===== src/rtl/rom_osc_pkg.sv =====
// Shared oscillator constants and quadrature table generator, used by the
// demodulator and the cos oscillator so both see bit-identical tables.
package rom_osc_pkg;

    localparam real PI = 3.14159265358979323846;

    function automatic int width_for(input int n);
        return (n < 2) ? 1 : $clog2(n);
    endfunction

    // entry = trunc(f(2*pi*idx/n) * (2^width/2 - 1)), truncated toward zero
    function automatic int quad_entry(input int width, input int n, input int idx, input bit is_sin);
        real amp;
        real ang;
        amp = real'((longint'(1) << (width - 1)) - longint'(1));
        ang = 2.0 * PI * real'(idx) / real'(n);
        return is_sin ? $rtoi($sin(ang) * amp) : $rtoi($cos(ang) * amp);
    endfunction

endpackage


===== src/rtl/rom_quadrature_lut.sv =====
// Cos/sin reference tables with a registered lookup (1-cycle latency).
module rom_quadrature_lut
    import rom_osc_pkg::*;
#(
    parameter int DATA_W = 20,
    parameter int N      = 5,
    parameter int PTR_W  = 3
)(
    input  logic              clk,
    input  logic [PTR_W-1:0]  i_ptr,
    output logic [DATA_W-1:0] o_cos,
    output logic [DATA_W-1:0] o_sin
);

    logic [DATA_W-1:0] w_cos_tab [N];
    logic [DATA_W-1:0] w_sin_tab [N];
    logic [DATA_W-1:0] r_cos;
    logic [DATA_W-1:0] r_sin;

    for (genvar g = 0; g < N; g++) begin : g_tab
        assign w_cos_tab[g] = DATA_W'(quad_entry(DATA_W, N, g, 1'b0));
        assign w_sin_tab[g] = DATA_W'(quad_entry(DATA_W, N, g, 1'b1));
    end

    always_ff @(posedge clk) begin
        r_cos <= w_cos_tab[i_ptr];
        r_sin <= w_sin_tab[i_ptr];
    end

    assign o_cos = r_cos;
    assign o_sin = r_sin;

endmodule


===== src/rtl/lockin_demodulator.sv =====
// Lock-in I/Q demodulator: multiplies samples by cos/sin references and
// integrates over windows of K samples, emitting one I/Q result per window.
module lockin_demodulator
    import rom_osc_pkg::*;
#(
    parameter int  INT_DATA_WIDTH    = 20,
    parameter real REAL_IN_FREQ_MHZ  = 125.0,
    parameter real REAL_OUT_FREQ_MHZ = 25.0,
    parameter int  INT_ACC_PERIODS   = 16,
    localparam int N     = $rtoi(REAL_IN_FREQ_MHZ / REAL_OUT_FREQ_MHZ),
    localparam int K     = N * INT_ACC_PERIODS,
    localparam int ACC_W = 2 * INT_DATA_WIDTH + $clog2(K)
)(
    input  logic                      clk,
    input  logic                      rst,
    input  logic                      i_valid,
    input  logic [INT_DATA_WIDTH-1:0] i_data,
    input  logic                      i_sync,
    output logic                      o_valid,
    output logic [ACC_W-1:0]          o_i,
    output logic [ACC_W-1:0]          o_q
);

    localparam int PTR_W  = width_for(N);
    localparam int CNT_W  = width_for(K);
    localparam int PROD_W = 2 * INT_DATA_WIDTH;

    logic [PTR_W-1:0] r_ptr;
    logic [CNT_W-1:0] r_cnt;
    logic [PTR_W-1:0] w_ptr_cur;
    logic [CNT_W-1:0] w_cnt_cur;
    logic             w_first;
    logic             w_last;

    // i_sync takes effect in its own cycle so a coincident sample lands at phase 0
    always_comb begin
        w_ptr_cur = i_sync ? '0 : r_ptr;
        w_cnt_cur = i_sync ? '0 : r_cnt;
        w_first   = (w_cnt_cur == '0);
        w_last    = (w_cnt_cur == CNT_W'(K - 1));
    end

    always_ff @(posedge clk) begin
        if (rst) begin
            r_ptr <= '0;
            r_cnt <= '0;
        end else if (i_valid) begin
            r_ptr <= (w_ptr_cur == PTR_W'(N - 1)) ? '0 : w_ptr_cur + 1'b1;
            r_cnt <= w_last ? '0 : w_cnt_cur + 1'b1;
        end else if (i_sync) begin
            r_ptr <= '0;
            r_cnt <= '0;
        end
    end

    logic [INT_DATA_WIDTH-1:0] w_cos;
    logic [INT_DATA_WIDTH-1:0] w_sin;

    rom_quadrature_lut #(
        .DATA_W (INT_DATA_WIDTH),
        .N      (N),
        .PTR_W  (PTR_W)
    ) u_lut (
        .clk    (clk),
        .i_ptr  (w_ptr_cur),
        .o_cos  (w_cos),
        .o_sin  (w_sin)
    );

    // stage 1: sample aligned with the registered table outputs
    logic                             r_s1_vld;
    logic                             r_s1_first;
    logic                             r_s1_last;
    logic signed [INT_DATA_WIDTH-1:0] r_s1_data;

    always_ff @(posedge clk) begin
        if (rst) begin
            r_s1_vld   <= 1'b0;
            r_s1_first <= 1'b0;
            r_s1_last  <= 1'b0;
            r_s1_data  <= '0;
        end else begin
            r_s1_vld   <= i_valid;
            r_s1_first <= w_first;
            r_s1_last  <= w_last;
            r_s1_data  <= $signed(i_data);
        end
    end

    // stage 2: full-precision products
    logic                     r_s2_vld;
    logic                     r_s2_first;
    logic                     r_s2_last;
    logic signed [PROD_W-1:0] r_s2_pi;
    logic signed [PROD_W-1:0] r_s2_pq;

    always_ff @(posedge clk) begin
        if (rst) begin
            r_s2_vld   <= 1'b0;
            r_s2_first <= 1'b0;
            r_s2_last  <= 1'b0;
            r_s2_pi    <= '0;
            r_s2_pq    <= '0;
        end else begin
            r_s2_vld   <= r_s1_vld & ~i_sync;
            r_s2_first <= r_s1_first;
            r_s2_last  <= r_s1_last;
            r_s2_pi    <= PROD_W'(r_s1_data) * PROD_W'($signed(w_cos));
            r_s2_pq    <= PROD_W'(r_s1_data) * PROD_W'($signed(w_sin));
        end
    end

    // stage 3: accumulate; the first sample of a window reloads instead of adding
    logic signed [ACC_W-1:0] r_acc_i;
    logic signed [ACC_W-1:0] r_acc_q;
    logic signed [ACC_W-1:0] w_acc_i_nxt;
    logic signed [ACC_W-1:0] w_acc_q_nxt;
    logic                    r_o_valid;
    logic [ACC_W-1:0]        r_o_i;
    logic [ACC_W-1:0]        r_o_q;

    always_comb begin
        w_acc_i_nxt = r_s2_first ? ACC_W'(r_s2_pi) : r_acc_i + ACC_W'(r_s2_pi);
        w_acc_q_nxt = r_s2_first ? ACC_W'(r_s2_pq) : r_acc_q + ACC_W'(r_s2_pq);
    end

    always_ff @(posedge clk) begin
        if (rst) begin
            r_acc_i   <= '0;
            r_acc_q   <= '0;
            r_o_valid <= 1'b0;
            r_o_i     <= '0;
            r_o_q     <= '0;
        end else begin
            r_o_valid <= r_s2_vld & r_s2_last & ~i_sync;
            if (i_sync) begin
                r_acc_i <= '0;
                r_acc_q <= '0;
            end else if (r_s2_vld) begin
                r_acc_i <= w_acc_i_nxt;
                r_acc_q <= w_acc_q_nxt;
                if (r_s2_last) begin
                    r_o_i <= w_acc_i_nxt;
                    r_o_q <= w_acc_q_nxt;
                end
            end
        end
    end

    assign o_valid = r_o_valid;
    assign o_i     = r_o_i;
    assign o_q     = r_o_q;

endmodule


===== config.mk =====
export PLATFORM = sky130hd
export DESIGN_NAME = lockin_demodulator
export DESIGN_NICKNAME = d
export VERILOG_FILES = /design/src/rtl/rom_osc_pkg.sv /design/src/rtl/rom_quadrature_lut.sv /design/src/rtl/lockin_demodulator.sv
export SDC_FILE = /design/constraint.sdc
export NUM_CORES = 2
export LEC_CHECK = 0
export CAP_MARGIN = 20
export CORE_UTILIZATION = 62
export DETAILED_ROUTE_END_ITERATION = 6
export GPL_ROUTABILITY_DRIVEN = 0
export PLACE_DENSITY = 0.77
export SLEW_MARGIN = 15
export SYNTH_ARGS = -nofsm -noshare
export SYNTH_HDL_FRONTEND = slang
export SYNTH_HIERARCHICAL = 1
export SYNTH_SLANG_ARGS = --single-unit
export TNS_END_PERCENT = 10

===== constraint.sdc =====
create_clock -name clk -period 9.5 [get_ports clk]
set_input_delay 1.425 -clock clk [delete_from_list [all_inputs] [get_ports clk]]
set_output_delay 1.425 -clock clk [all_outputs]
set_load 0.02 [all_outputs]

== Word level (Yosys, flattened, before mapping) ==
Memories as Yosys holds them, arrays and structs flattened. A register that Yosys moved wholly into a read port is not among the register bits.
Index checks and enable logic that the tools add are counted.

* Register bits: 305
* ROM bits: 320
* Input port bits: 24
* Output and inout bits: 95
* Word-level logic and storage cells: 42
* Memories: 2

{| class="wikitable"
|+ Memories
! memory !! words !! width !! rd ports !! clocked after memory_dff !! write ports !! line !! text
|-
| (no name shown) || 8 || 20 || 1 || 1 || 0 || rom_quadrature_lut.sv:27 || <nowiki>r_sin <= w_sin_tab[i_ptr];</nowiki>
|-
| (no name shown) || 8 || 20 || 1 || 1 || 0 || rom_quadrature_lut.sv:26 || <nowiki>r_cos <= w_cos_tab[i_ptr];</nowiki>
|}

* Add/subtract/negate cells: 4
* $mul: 2
* Equal/unequal tests: 2
* Muxes and demuxes: 8
* Bitwise operators: 5
* Reductions and logical operators: 3

{| class="wikitable"
|+ Operator list
! kind !! count
|-
| $add 47x40->47 || 2
|-
| $mux 47 || 2
|-
| $mul 20x20->40 || 2
|-
| $mux 7 || 3
|-
| $mux 3 || 3
|-
| $add 7x1->7 const B || 1
|-
| $eq 7x7->1 const B || 1
|-
| $logic_not 7->1 || 1
|-
| $not 3->4 || 1
|-
| $add 3x1->3 const B || 1
|-
| $and 1x1->1 || 3
|-
| $eq 3x3->1 const B || 1
|-
| $reduce_and 3->1 || 1
|-
| $reduce_or 2->1 || 1
|-
| $not 1->1 || 1
|}

== Logic depth before layout (Yosys ltp) ==
* Word-level depth: 4
* Depth in mapped cells: 29
* Gate-level depth less buffers: 27

== By module ==
Netlist, hierarchy kept.

{| class="wikitable"
|+ Modules (own cells, without submodules)
! module !! times used !! cells an instance !! area an instance (µm²) !! sequential area each (µm²)
|-
| lockin_demodulator || 1 || 5101 || 45434.8 || 6105.9
|-
| rom_quadrature_lut || 1 || 59 || 570.5 || 220.2
|}

== Worst setup path before layout ==
OpenSTA, ideal clock, no wires.

* Path type: register to register
* Start point: reg u_lut.r_cos[14], in the netlist u_lut/o_cos[14]
* End point: reg r_s2_pi[39]
* Library setup time: 0.128 ns
* Arrival time: 6.843 ns
* Required time: 9.372 ns
* Slack: 2.529 ns
* Cell stages (with the launch flop): 27
* Path buffers: 2
* Clock period less this slack: 6.971 ns
* Cell sequence: dfxtp_1 buf_4 clkbuf_1 and2_1 fa_1 fa_1 inv_1 fa_1 inv_1 fa_1 fa_1 fa_1 inv_1 fa_1 inv_1 ha_1 a211o_1 o211a_1 a221oi_1 a2111oi_2 o2111ai_2 a21oi_1 o211ai_1 a31oi_1 o41ai_1 xnor2_1 nor2_1

* Longest elaborated chain between the ends: 1

{| class="wikitable"
|+ RTL lines
! item !! line !! text
|-
| start: declaration || rom_quadrature_lut.sv:17 || <nowiki>logic [DATA_W-1:0] r_cos;</nowiki>
|-
| $mul 20x20->40 || lockin_demodulator.sv:108 || <nowiki>r_s2_pi <= PROD_W'(r_s1_data) * PROD_W'($signed(w_cos));</nowiki>
|-
| end signal: assignment || lockin_demodulator.sv:108 ||
|-
| end: declaration || lockin_demodulator.sv:94 || <nowiki>logic signed [PROD_W-1:0] r_s2_pi;</nowiki>
|}

Every way passes these cells.
A chain may end at the register's enable or synchronous reset.

== Final worst setup path ==
* Start point: reg r_s1_data[19]
* End point: reg r_s2_pi[39]

* Longest elaborated chain between the ends: 1

{| class="wikitable"
|+ RTL lines
! item !! line !! text
|-
| start: declaration || lockin_demodulator.sv:74 || <nowiki>logic signed [INT_DATA_WIDTH-1:0] r_s1_data;</nowiki>
|-
| start signal: assignment || lockin_demodulator.sv:86 || <nowiki>r_s1_data <= $signed(i_data);</nowiki>
|-
| $mul 20x20->40 || lockin_demodulator.sv:108 ||
|}

Every way passes these cells.

==> flow_summary.json <==
{
  "numCtsBuffers": 39,
  "grt_max_degree": 97,
  "grt_pass1_vias": 34500,
  "post_drt_wl_per_cell_um": 17.2,
  "synth-main-ff-cell": "dfxtp_1",
  "design.core.area_um2": 73200,
  "cts_sinks": 316,
  "filler_cell_count": 5940,
  "io_buffers": 118,
  "ir_drop_v": 0.000911,
  "worstHoldStart": "r_s1_first$_SDFF_PP0_",
  "required_ps": 9920,
  "clock_path_buffers": 3,
  "drt-vias-per-instance": 5.58,
  "cts_root_buf": "clkbuf_16",
  "finalCriticalPeriod_ps": 8020,
  "path_class": "flop to flop",
  "antenna_cells": 0,
  "ctsHoldBuffers": 0,
  "ys_seq_elements": 316,
  "fmax_mhz": 125,
  "initial_utilization_pct": 62.8,
  "clock_latency_ps": 580,
  "post-cts-setup-buffers": 0,
  "synthArstFlopShare_pct": 0,
  "grt_first_pass_wirelength_mm": 173,
  "multiInputGateArea_um2": 35100,
  "hold_viol_final": 0,
  "p_per_area_nw_per_um2": 345,
  "syn-cell-area_um2": 46000,
  "route.vias.total": 33700,
  "arrival_ps": 8440,
  "setup_viol_count_final": 0,
  "skew_ps": 19.2,
  "rsz0062_at_grt": "false",
  "io_pins": 119,
  "final_core_util_pct": 66.7,
  "outcome": "finished with violations",
  "violations": "DRC",
  "synth.avg_cell_area_um2": 8.92,
  "die_area_um2": 75300,
  "hpwl_mm": 80.3,
  "netlist_instances": 5160,
  "slew_viol_final": 0,
  "synthSimpleGateAreaFrac_pct": 16.1,
  "cts_tree": "yes",
  "clkTransAtPathRegs_ps": 60,
  "gr-total-overflow": 0,
  "rows": 99,
  "synth_edf_count": 0,
  "final.setup.worst_slack_ps": 1480,
  "fin_setup_tns_ps": 0,
  "final_common_cell": "inv_1",
  "crit_path_end_kind": "flop",
  "totalWireLength_mm": 104,
  "hold_path_class": "flop to flop",
  "ctsResizeCount": 0,
  "final-seq-area_um2": 6350,
  "synth_compound_area_share_pct": 11.2,
  "ys_warn_count": 6,
  "drtAntennaViolNets": 0,
  "gr-usage-all-layers_pct": 28.8,
  "remaining_drc_errors": 12,
  "yosys.area_share.adder_pct": 45.2,
  "dr.pass1.iters": 7,
  "maxCapViolCount": 0,
  "antenna_found_initial": 0,
  "r2r-start": "r_s1_data[19]$_SDFF_PP0_",
  "synthMuxAreaShare_pct": 0.615,
  "pre_cts_slack_ps": 1590,
  "die_y_um": 274,
  "cp_max_fo": 21,
  "layout_common_cells": "inv_1 (893), fa_1 (842), and2_1 (444)",
  "fin_crit_sh_pct": 84.4,
  "p_leak_uw": 0.0239,
  "ys_types": 86,
  "drive_gt1_share_pct": 2.89,
  "synthesis.nets": 6340,
  "syn2layout_area_growth_pct": 6.11,
  "ys_seq_area_share_pct": 13.8,
  "die_w_um": 274,
  "htree_num_levels": 2,
  "tightest_slew_ps": 1040,
  "synth_top_family_by_area": "adder cells",
  "max_slew_margin_pct": 30.6,
  "critPathLaunch": "r_s1_data[19]$_SDFF_PP0_",
  "synth-xor-area-share_pct": 3.12,
  "drt-initial-drc-count": 2178,
  "cp-start-kind": "flop",
  "nets": 6235
}
==> stage by stage <==
stage,cell area [um^2],cells,hold slack [ps],power (uW)
after global routing,48800,6043,442,18800
after CTS,48800,6043,437,16800
after global placement,47500,5973,418,14900
after floorplan,46000,5160,406,12100
final,48800,6043,438,16900
after detailed placement,47500,5973,424,15200
==> logic make-up (layout without fill, tap and decap cells) <==
family / Yosys count / after routing
AO/OA/AOI/OAI: 784 / 784
XOR/XNOR: 164 / 164
adder cells (fa/ha/maj): 1156 / 1156
buffers and inverters: 1197 / 1121
flip-flops: 316 / 316
multiplexers: 28 / 28
other: 2 / 2
AND/OR/NAND/NOR: 1513 / 1513
==> cell usage after synthesis (9+ instances only) <==
master      n  share of area, %
inv_1     893               7.3
fa_1      842                37
and2_1    444               6.0
nand2_1   435               3.5
nor2_1    384               3.1
dfxtp_1   316                14
ha_1      314               8.5
clkbuf_1  259               2.1
a21oi_1   229               2.5
a211oi_1  138               2.3
a21o_1    110               1.8
xnor2_1   103               2.0
o21ai_0    92               1.0
xor2_1     61               1.2
nor2b_1    55              0.75
nor3_1     39              0.42
nand2b_1   38              0.52
o21a_1     33              0.54
a31oi_1    31              0.42
buf_4      29              0.47
mux2i_1    26              0.57
o21ai_1    26              0.28
nand3_1    25              0.27
o21bai_1   23              0.38
nand4_1    22              0.30
buf_1      14              0.11
and3_1     12              0.16
or3_1      11              0.15
a311oi_1   10              0.19
o211ai_1   10              0.16
or2_2       9              0.12
==> final timing paths <==
kind | slack (ps) | cells past startpoint | to
max | 1480 | 24 | r_s2_pi[39]$_SDFF_PP0_
min | 440 | 1 | r_s2_first$_SDFF_PP0_
max reg2reg | 1480 | 24 | r_s2_pi[39]$_SDFF_PP0_
min reg2reg | 440 | 1 | r_s2_first$_SDFF_PP0_
==> worst max-delay path, stage by stage (launching register included) <==
cell and delay (ps):
dfxtp_1 950, buf_4 410, nand2_1 190, fa_1 630, fa_1 590, inv_1 70, fa_1 670, inv_1 290
fa_1 540, inv_1 50, fa_1 480, fa_1 500, inv_1 60, fa_1 490, inv_1 40, ha_1 340
a21o_1 180, a21o_1 170, a21o_1 180, a21o_1 170, a21oi_1 180, a31oi_1 130, o41ai_1 340, xnor2_1 170
nor2_1 50
==> area by class of cell <==
class / instances / share of cell area [%]
repair buffers: 157 / 3.02
clock inverters: 19 / 0.531
multi-input cells: 3647 / 71.9
well taps: 959 / 2.46
clock buffers: 51 / 2.24
inverters: 894 / 6.87
flip-flops and latches: 316 / 13.0
==> routing by layer <==
| metal | global-route usage, % | share of wire [%] |
|---|---|---|
| met5 | 0 | 0 |
| met4 | 7.15 | 2.2 |
| met3 | 4.12 | 6.3 |
| met2 | 47.6 | 47 |
| met1 | 39.9 | 44 |
==> report_power, final <==
part / leakage [uW] / internal (uW) / switching (uW)
combinational: 0.0207 / 5830 / 7720
sequential: 0.00258 / 1540 / 187
clock: 0.000648 / 952 / 639
total: 0.0239 / 8320 / 8540
==> sequential cells by signal (all words and copies together) (netlist names) <==
signal       flops
r_s1_data       20
r_acc_q         47
u_lut/o_sin      7
r_s2_pq         40
o_i             47
r_s1_last        1
r_acc_i         47
r_s2_last        1
r_s2_pi         40
o_q             47
r_s2_first       1
r_s1_first       1
r_cnt            7
r_s1_vld         1
r_ptr            3
u_lut/o_cos      4
r_s2_vld         1
o_valid          1
Power figures use the tool's default switching activity.
